==> src/rtl/seg7_pkg.sv <==
// seg7_pkg: shared definitions for the four-digit multiplexed seven-segment driver.
//   state_t  - scan FSM states (IDLE / BLANK / SHOW)
//   SEG_OFF  - all segments dark (active-low)
//   AN_OFF   - all anodes off (active-low)
//   hex7()   - hex nibble to active-high {g,f,e,d,c,b,a} segment pattern
package seg7_pkg;

    typedef enum logic [1:0] {
        IDLE  = 2'd0,
        BLANK = 2'd1,
        SHOW  = 2'd2
    } state_t;

    localparam logic [6:0] SEG_OFF = 7'h7F;
    localparam logic [3:0] AN_OFF  = 4'hF;

    function automatic logic [6:0] hex7(input logic [3:0] nib);
        logic [6:0] pat;
        case (nib)
            4'h0: pat = 7'h3F;
            4'h1: pat = 7'h06;
            4'h2: pat = 7'h5B;
            4'h3: pat = 7'h4F;
            4'h4: pat = 7'h66;
            4'h5: pat = 7'h6D;
            4'h6: pat = 7'h7D;
            4'h7: pat = 7'h07;
            4'h8: pat = 7'h7F;
            4'h9: pat = 7'h6F;
            4'hA: pat = 7'h77;
            4'hB: pat = 7'h7C;
            4'hC: pat = 7'h39;
            4'hD: pat = 7'h5E;
            4'hE: pat = 7'h79;
            default: pat = 7'h71;
        endcase
        return pat;
    endfunction

endpackage

==> src/rtl/seg7_scan_decode.sv <==
// seg7_decode: combinational hex-to-seven-segment decoder.
//   nibble  in  4  hex digit value
//   seg_hi  out 7  active-high {g,f,e,d,c,b,a}
module seg7_decode
    import seg7_pkg::*;
(
    input  logic [3:0] nibble,
    output logic [6:0] seg_hi
);

    always_comb begin
        seg_hi = hex7(nibble);
    end

endmodule

==> src/rtl/seg7_scan.sv <==
// seg7_scan: four-digit multiplexed seven-segment display driver.
// Shows a 16-bit hex value, one digit per scan period, with an all-dark
// anti-ghosting window at the start of every digit slot. The value and the
// decimal points are captured once per frame so the display never tears.
//   clk         in   1   system clock
//   reset       in   1   asynchronous, active-high
//   scan_clk    in   1   scan strobe level (sampled, never used as a clock)
//   enable      in   1   1 = display running, 0 = all dark
//   data        in   16  hex value, digit i = data[4i+3:4i], digit 0 rightmost
//   dp_in       in   4   decimal point request per digit, active-high
//   blank_lz    in   1   1 = suppress leading zeros
//   an          out  4   digit anodes, active-low
//   seg         out  7   {g,f,e,d,c,b,a}, active-low
//   dp          out  1   decimal point, active-low
//   frame_done  out  1   one-cycle pulse when a new frame is latched
module seg7_scan
    import seg7_pkg::*;
#(
    parameter logic [15:0] BLANK_CYCLES = 16'd500,
    parameter int          DIGITS       = 4
) (
    input  logic        clk,
    input  logic        reset,
    input  logic        scan_clk,
    input  logic        enable,
    input  logic [15:0] data,
    input  logic [3:0]  dp_in,
    input  logic        blank_lz,
    output logic [3:0]  an,
    output logic [6:0]  seg,
    output logic        dp,
    output logic        frame_done
);

    localparam logic [1:0] LAST_IDX = 2'(DIGITS - 1);

    state_t      state, state_n;
    logic [1:0]  idx, idx_n;
    logic [15:0] bcnt, bcnt_n;
    logic [15:0] shadow, shadow_n;
    logic [3:0]  dpsh, dpsh_n;
    logic        scan_q;
    logic        scan_edge;
    logic        load;
    logic        fd_n;
    logic        lz_blank;
    logic [3:0]  nibble;
    logic [6:0]  seg_hi;
    logic [3:0]  an_n;
    logic [6:0]  seg_n;
    logic        dp_n;

    // scan_clk already lives in the clk domain; a single register is enough
    // for edge detection.
    assign scan_edge = scan_clk & ~scan_q;

    // Next-state / bookkeeping
    always_comb begin
        state_n = state;
        idx_n   = idx;
        bcnt_n  = bcnt;
        load    = 1'b0;
        fd_n    = 1'b0;

        if (!enable) begin
            state_n = IDLE;
            idx_n   = '0;
            bcnt_n  = '0;
        end else begin
            case (state)
                IDLE: begin
                    idx_n = '0;
                    if (scan_edge) begin
                        load    = 1'b1;
                        fd_n    = 1'b1;
                        bcnt_n  = '0;
                        state_n = BLANK;
                    end
                end
                BLANK, SHOW: begin
                    if (scan_edge) begin
                        // Edge always opens a fresh blank window for the next
                        // digit, even if the current window is still running.
                        idx_n   = idx + 2'd1;
                        bcnt_n  = '0;
                        state_n = BLANK;
                        if (idx == LAST_IDX) begin
                            load = 1'b1;
                            fd_n = 1'b1;
                        end
                    end else if (state == BLANK) begin
                        // Zero-length window still costs one dark cycle.
                        if ((BLANK_CYCLES == 16'd0) || (bcnt == BLANK_CYCLES - 16'd1)) begin
                            state_n = SHOW;
                        end else begin
                            bcnt_n = bcnt + 16'd1;
                        end
                    end
                end
                default: begin
                    state_n = IDLE;
                    idx_n   = '0;
                    bcnt_n  = '0;
                end
            endcase
        end
    end

    assign shadow_n = load ? data  : shadow;
    assign dpsh_n   = load ? dp_in : dpsh;

    // Outputs are computed from the upcoming state so that the registered
    // outputs line up with the state register (one clk after the decision).
    always_comb begin
        nibble = '0;
        case (idx_n)
            2'd0: nibble = shadow_n[3:0];
            2'd1: nibble = shadow_n[7:4];
            2'd2: nibble = shadow_n[11:8];
            default: nibble = shadow_n[15:12];
        endcase
    end

    seg7_decode u_decode (
        .nibble (nibble),
        .seg_hi (seg_hi)
    );

    // Digit k is a leading zero when it and every more-significant nibble are 0.
    always_comb begin
        lz_blank = 1'b0;
        if (blank_lz) begin
            case (idx_n)
                2'd1:    lz_blank = (shadow_n[15:4]  == 12'd0);
                2'd2:    lz_blank = (shadow_n[15:8]  == 8'd0);
                2'd3:    lz_blank = (shadow_n[15:12] == 4'd0);
                default: lz_blank = 1'b0;
            endcase
        end
    end

    always_comb begin
        an_n  = AN_OFF;
        seg_n = SEG_OFF;
        dp_n  = 1'b1;
        if ((state_n == SHOW) && !lz_blank) begin
            an_n  = ~(4'b0001 << idx_n);
            seg_n = ~seg_hi;
            dp_n  = ~dpsh_n[idx_n];
        end
    end

    always_ff @(posedge clk or posedge reset) begin
        if (reset) begin
            state      <= IDLE;
            idx        <= '0;
            bcnt       <= '0;
            shadow     <= '0;
            dpsh       <= '0;
            scan_q     <= 1'b0;
            an         <= AN_OFF;
            seg        <= SEG_OFF;
            dp         <= 1'b1;
            frame_done <= 1'b0;
        end else begin
            state      <= state_n;
            idx        <= idx_n;
            bcnt       <= bcnt_n;
            shadow     <= shadow_n;
            dpsh       <= dpsh_n;
            scan_q     <= scan_clk;
            an         <= an_n;
            seg        <= seg_n;
            dp         <= dp_n;
            frame_done <= fd_n;
        end
    end

endmodule
==> config.mk <==
export PLATFORM = sky130hd
export DESIGN_NAME = seg7_scan
export DESIGN_NICKNAME = d
export VERILOG_FILES = /design/src/rtl/seg7_pkg.sv /design/src/rtl/seg7_scan_decode.sv /design/src/rtl/seg7_scan.sv
export SDC_FILE = /design/constraint.sdc
export NUM_CORES = 1
export LEC_CHECK = 0
export CAP_MARGIN = 15
export CORE_AREA = 2 2 81 98
export DETAILED_ROUTE_END_ITERATION = 8
export DIE_AREA = 0 0 83 100
export GPL_TIMING_DRIVEN = 0
export PLACE_DENSITY = 0.71
export SLEW_MARGIN = 20
export SYNTH_ARGS = -nofsm -noshare
export SYNTH_HDL_FRONTEND = slang
export SYNTH_HIERARCHICAL = 1
export SYNTH_SLANG_ARGS = --single-unit
==> constraint.sdc <==
create_clock -name clk -period 3.3 [get_ports clk]
set_clock_uncertainty 0.15 [all_clocks]
set_input_delay 0.33 -clock clk [delete_from_list [all_inputs] [get_ports clk]]
set_output_delay 0.33 -clock clk [all_outputs]
set_load 0.01 [all_outputs]
==> metrics.md <==
| Metric | Value |
|---|---|
| Distinct cells, synth | 53 |
| TritonCTS Buffers | 5 |
| Footprint of the multi-input gates | between 1500 and 2000 um2 |
| Filler cell count | approximately 670 |
| Max Slew Vio Count | 0 |
| Layout cells sized above 1 | between 20% and 30% |
| Number of remaining DRC errors | 0 |
| RSZ-0062 raised after global routing | true |
| Peak supply drop | 0.2997 mV |
| Dpl hpwl | between 4000 and 5000 um |
| Main synth FF type | dfrtp_1 |
| Overall Global Routing Usage | approximately 15% |
| Initial antenna violation count | 0 |
| Final Hold Vio Count | 0 |
| 1st-iter DRT viols | 110 |
| Hold Crit Class | in -> async |
| Synth Area per Inst | 10.55 um2 |
| Syn Inst Count | 273 |
| Top Ports | 38 |
| Routed wire length | about 6000 um |
| Pin count of the biggest net entering global routing | 29 |
| Metal2 WL | between 3000 and 4000 um |
| Core footprint | 7488 um2 |
| CTS tree | built |
| Clock Root Buffer | clkbuf_8 |
| Status | complete, no violations |
| Post-synth EDFFs | 0 |
| Met1 Wirelength | approximately 2400 um |
| Switching pwr | roughly 450 uW |
| Diode count | 0 |
| Vias in the first global route | about 2300 |
| Max-Cap Viols | 0 |
| Switch share | between 20% and 30% |
| Sink Count | 54 |
| Synthesized net count | just over 300 |
| First-pass detailed-route iteration total | 4 |
| Crit path DAT | ~3.3 ns |
| PwrDens | around 430 nW/um2 |
| CTS clk-pin slew, worst paths | approximately 0.090 ns |
| Clk buf depth | 2 |
| Wire per inst | roughly 14 um |
| Grt ovf | 0 |
| Tightest Pin Transition | ~0.65 ns |
| Cell Area, Synth | between 2000 and 3000 um2 |
| Die height | about 100 um |
| Top post-synthesis cells by area | dfrtp_1 36%, dfstp_2 11%, ha_1 5.6% |
| Ys async rst share | 100.0% |
| Die W | just over 80 um |
| CTS H-tree lvls | 2 |
| Commonest cells in the netlist | 42 x dfrtp_1, 30 x nand2_1, 21 x nor2_1 |
| Synth Register Bits | 54 |
| Internal | approximately 1100 uW |
| Cell accounting for the most synthesized area | dfrtp_1 |
| Drt via density | 5.156 |
| Final ANT Viol Nets | 0 |
| Min Clock Period, post-route | 3.211 ns |
| Layout area overhead | 28.45% |
| Count leader, synth | dfrtp_1 |
| Leakage | ~0.0015 uW |
| CP Max Fanout | 13 |
| Endpoints failing setup | 0 |
| Die area | ~8300 um2 |
| Final nets | 369 |
| Hold-fix buffers, CTS | 0 |
| Highest routed layer | met4 |
| Fin crit share | a little under 100% |
| Initial core utilization | 38.46% |
| Part of the power in registers | 48.1% |
| Required @ worst endpoint | between 3 and 4 ns |
| Routed length on met3 | about 210 um |
| Sequential share of the synthesized area | a little under half |
| CP startpoint kind | flop |
| Final core utilization | slightly below 50% |
| Synth Warn # | 6 |
| Gpl congestion | 0.8616 |
| Vias | around 2200 |
| FP Rows | 35 |
| Slew headroom | 56.73% |
| Seq. cell area | between 1000 and 1500 um2 |
| Comb pwr share | between 30% and 40% |
| First-pass GRT wire length | between 10000 and 15000 um |
| Pwr Total | between 1500 and 2000 uW |
| PortBufs | 37 |
| Area share of the largest cell type after synthesis | 36.49% |
| Crit. End Element | flop |
| Setup Crit Path Kind | reg -> reg |
| Clock power share | 21.9% |
| Max Clk Rate | between 300 and 400 MHz |
| Skew-Pair Late Insertion Delay | roughly 0.29 ns |
-- per-layer routing --
layer / vias to the layer above / track usage (%)
met5: - / 0
met4: 0 / 4.288
met3: 10 / 2.632
met2: 37 / 28.04
met1: 1063 / 17.69
li1: 1076 / -
-- worst paths after layout --
kind | depth (start not counted) | slack (ns) | from | end
hold reg to reg | 1 | 0.35 | shadow[0] | shadow[0]
hold / removal | 2 | 0.27 | reset | bcnt[4]
min in group clk | 1 | 0.35 | shadow[0] | shadow[0]
max in group asynchronous | 3 | 2.12 | reset | an[3]
setup / recovery | 15 | 0.09 | state[0] | seg[4]
setup reg to reg | 15 | 0.09 | state[0] | seg[4]
-- metrics by stage --
step | setup WS, ns | area (um2) | cells | hold slack, ns | setup TNS [ns]
after floorplan | 0.06601 | 2880 | 273 | 0.2114 | 0
after global placement | -0.6261 | 3366 | 402 | 0.3328 | -3.025
after detailed placement | -0.6882 | 3386 | 403 | 0.3388 | -3.526
after CTS | 0.001171 | 3640 | 422 | 0.2864 | 0
after global routing | -0.08790 | 3700 | 424 | 0.3041 | -0.4024
final | 0.08859 | 3700 | 424 | 0.2667 | 0
-- cell usage in the layout, fill, tap and decap left out, drive strengths merged, types with 6 or more instances in the layout --
cell type and instances:
dfrtp 42, clkdlybuf4s50 37, nand2 30, buf 22, nor2 21, mux2 20, o21ai 18, ha 13
inv 13, dfstp 12, a21oi 10, clkbuf 9, nand2b 8, nand3 7, mux2i 7, nor3 7
xor2 6
-- power by group through the flow --
stage / clock [uW] / sequential [uW] / combinational (uW)
4_1_cts: 356 / 759 / 443
6_report: 345 / 760 / 473
2_1_floorplan: 0 / 762 / 280
3_3_place_gp: 0 / 769 / 366
5_1_grt: 378 / 768 / 518
3_5_place_dp: 0 / 771 / 381
-- cell families after synthesis --
kind of cell | count (synthesis) | share of synthesized area, %
compound gates | 45 | 10.25
xor+xnor | 10 | 3.041
fa+ha+maj | 13 | 5.647
buf+inv | 22 | 3.997
flops | 54 | 47.44
mux | 28 | 11.43
simple gates | 101 | 18.20
-- state kept, by name, summed over array words and instances (netlist names), 2 cells and up --
name    flops
bcnt       16
shadow     16
seg         7
an          4
dpsh        4
idx         2
state       2
-- cell type report --
type / instances / area share (%)
Buffer: 8 / 1.792
Inverter: 13 / 1.319
Timing Repair Buffer: 52 / 13.70
Tap cell: 92 / 3.111
Sequential cell: 54 / 36.93
Clock buffer: 8 / 2.164
Multi-Input combinational cell: 197 / 40.99
-- timing repair --
| item | in CTS | in global routing |
|---|---|---|
| endpoints found under the setup margin | 7 | 5 |
| cloned | 0 | 0 |
| buffers inserted | 12 | 2 |
| resized for setup | 19 | 10 |
| pin swaps | 4 | 5 |
-- worst max-delay path: stages (launching register included) --
cell	delay, ns
dfrtp_1	0.41
inv_2	0.07
ha_4	0.28
nor2_1	0.06
nor4b_4	0.28
buf_4	0.19
buf_8	0.15
mux2_1	0.18
nand2_2	0.08
a32oi_4	0.32
inv_2	0.13
buf_4	0.16
ha_1	0.19
nor2b_1	0.14
o32a_1	0.30
nand2_1	0.06
Note: power is estimated with default switching activity, not from simulation.
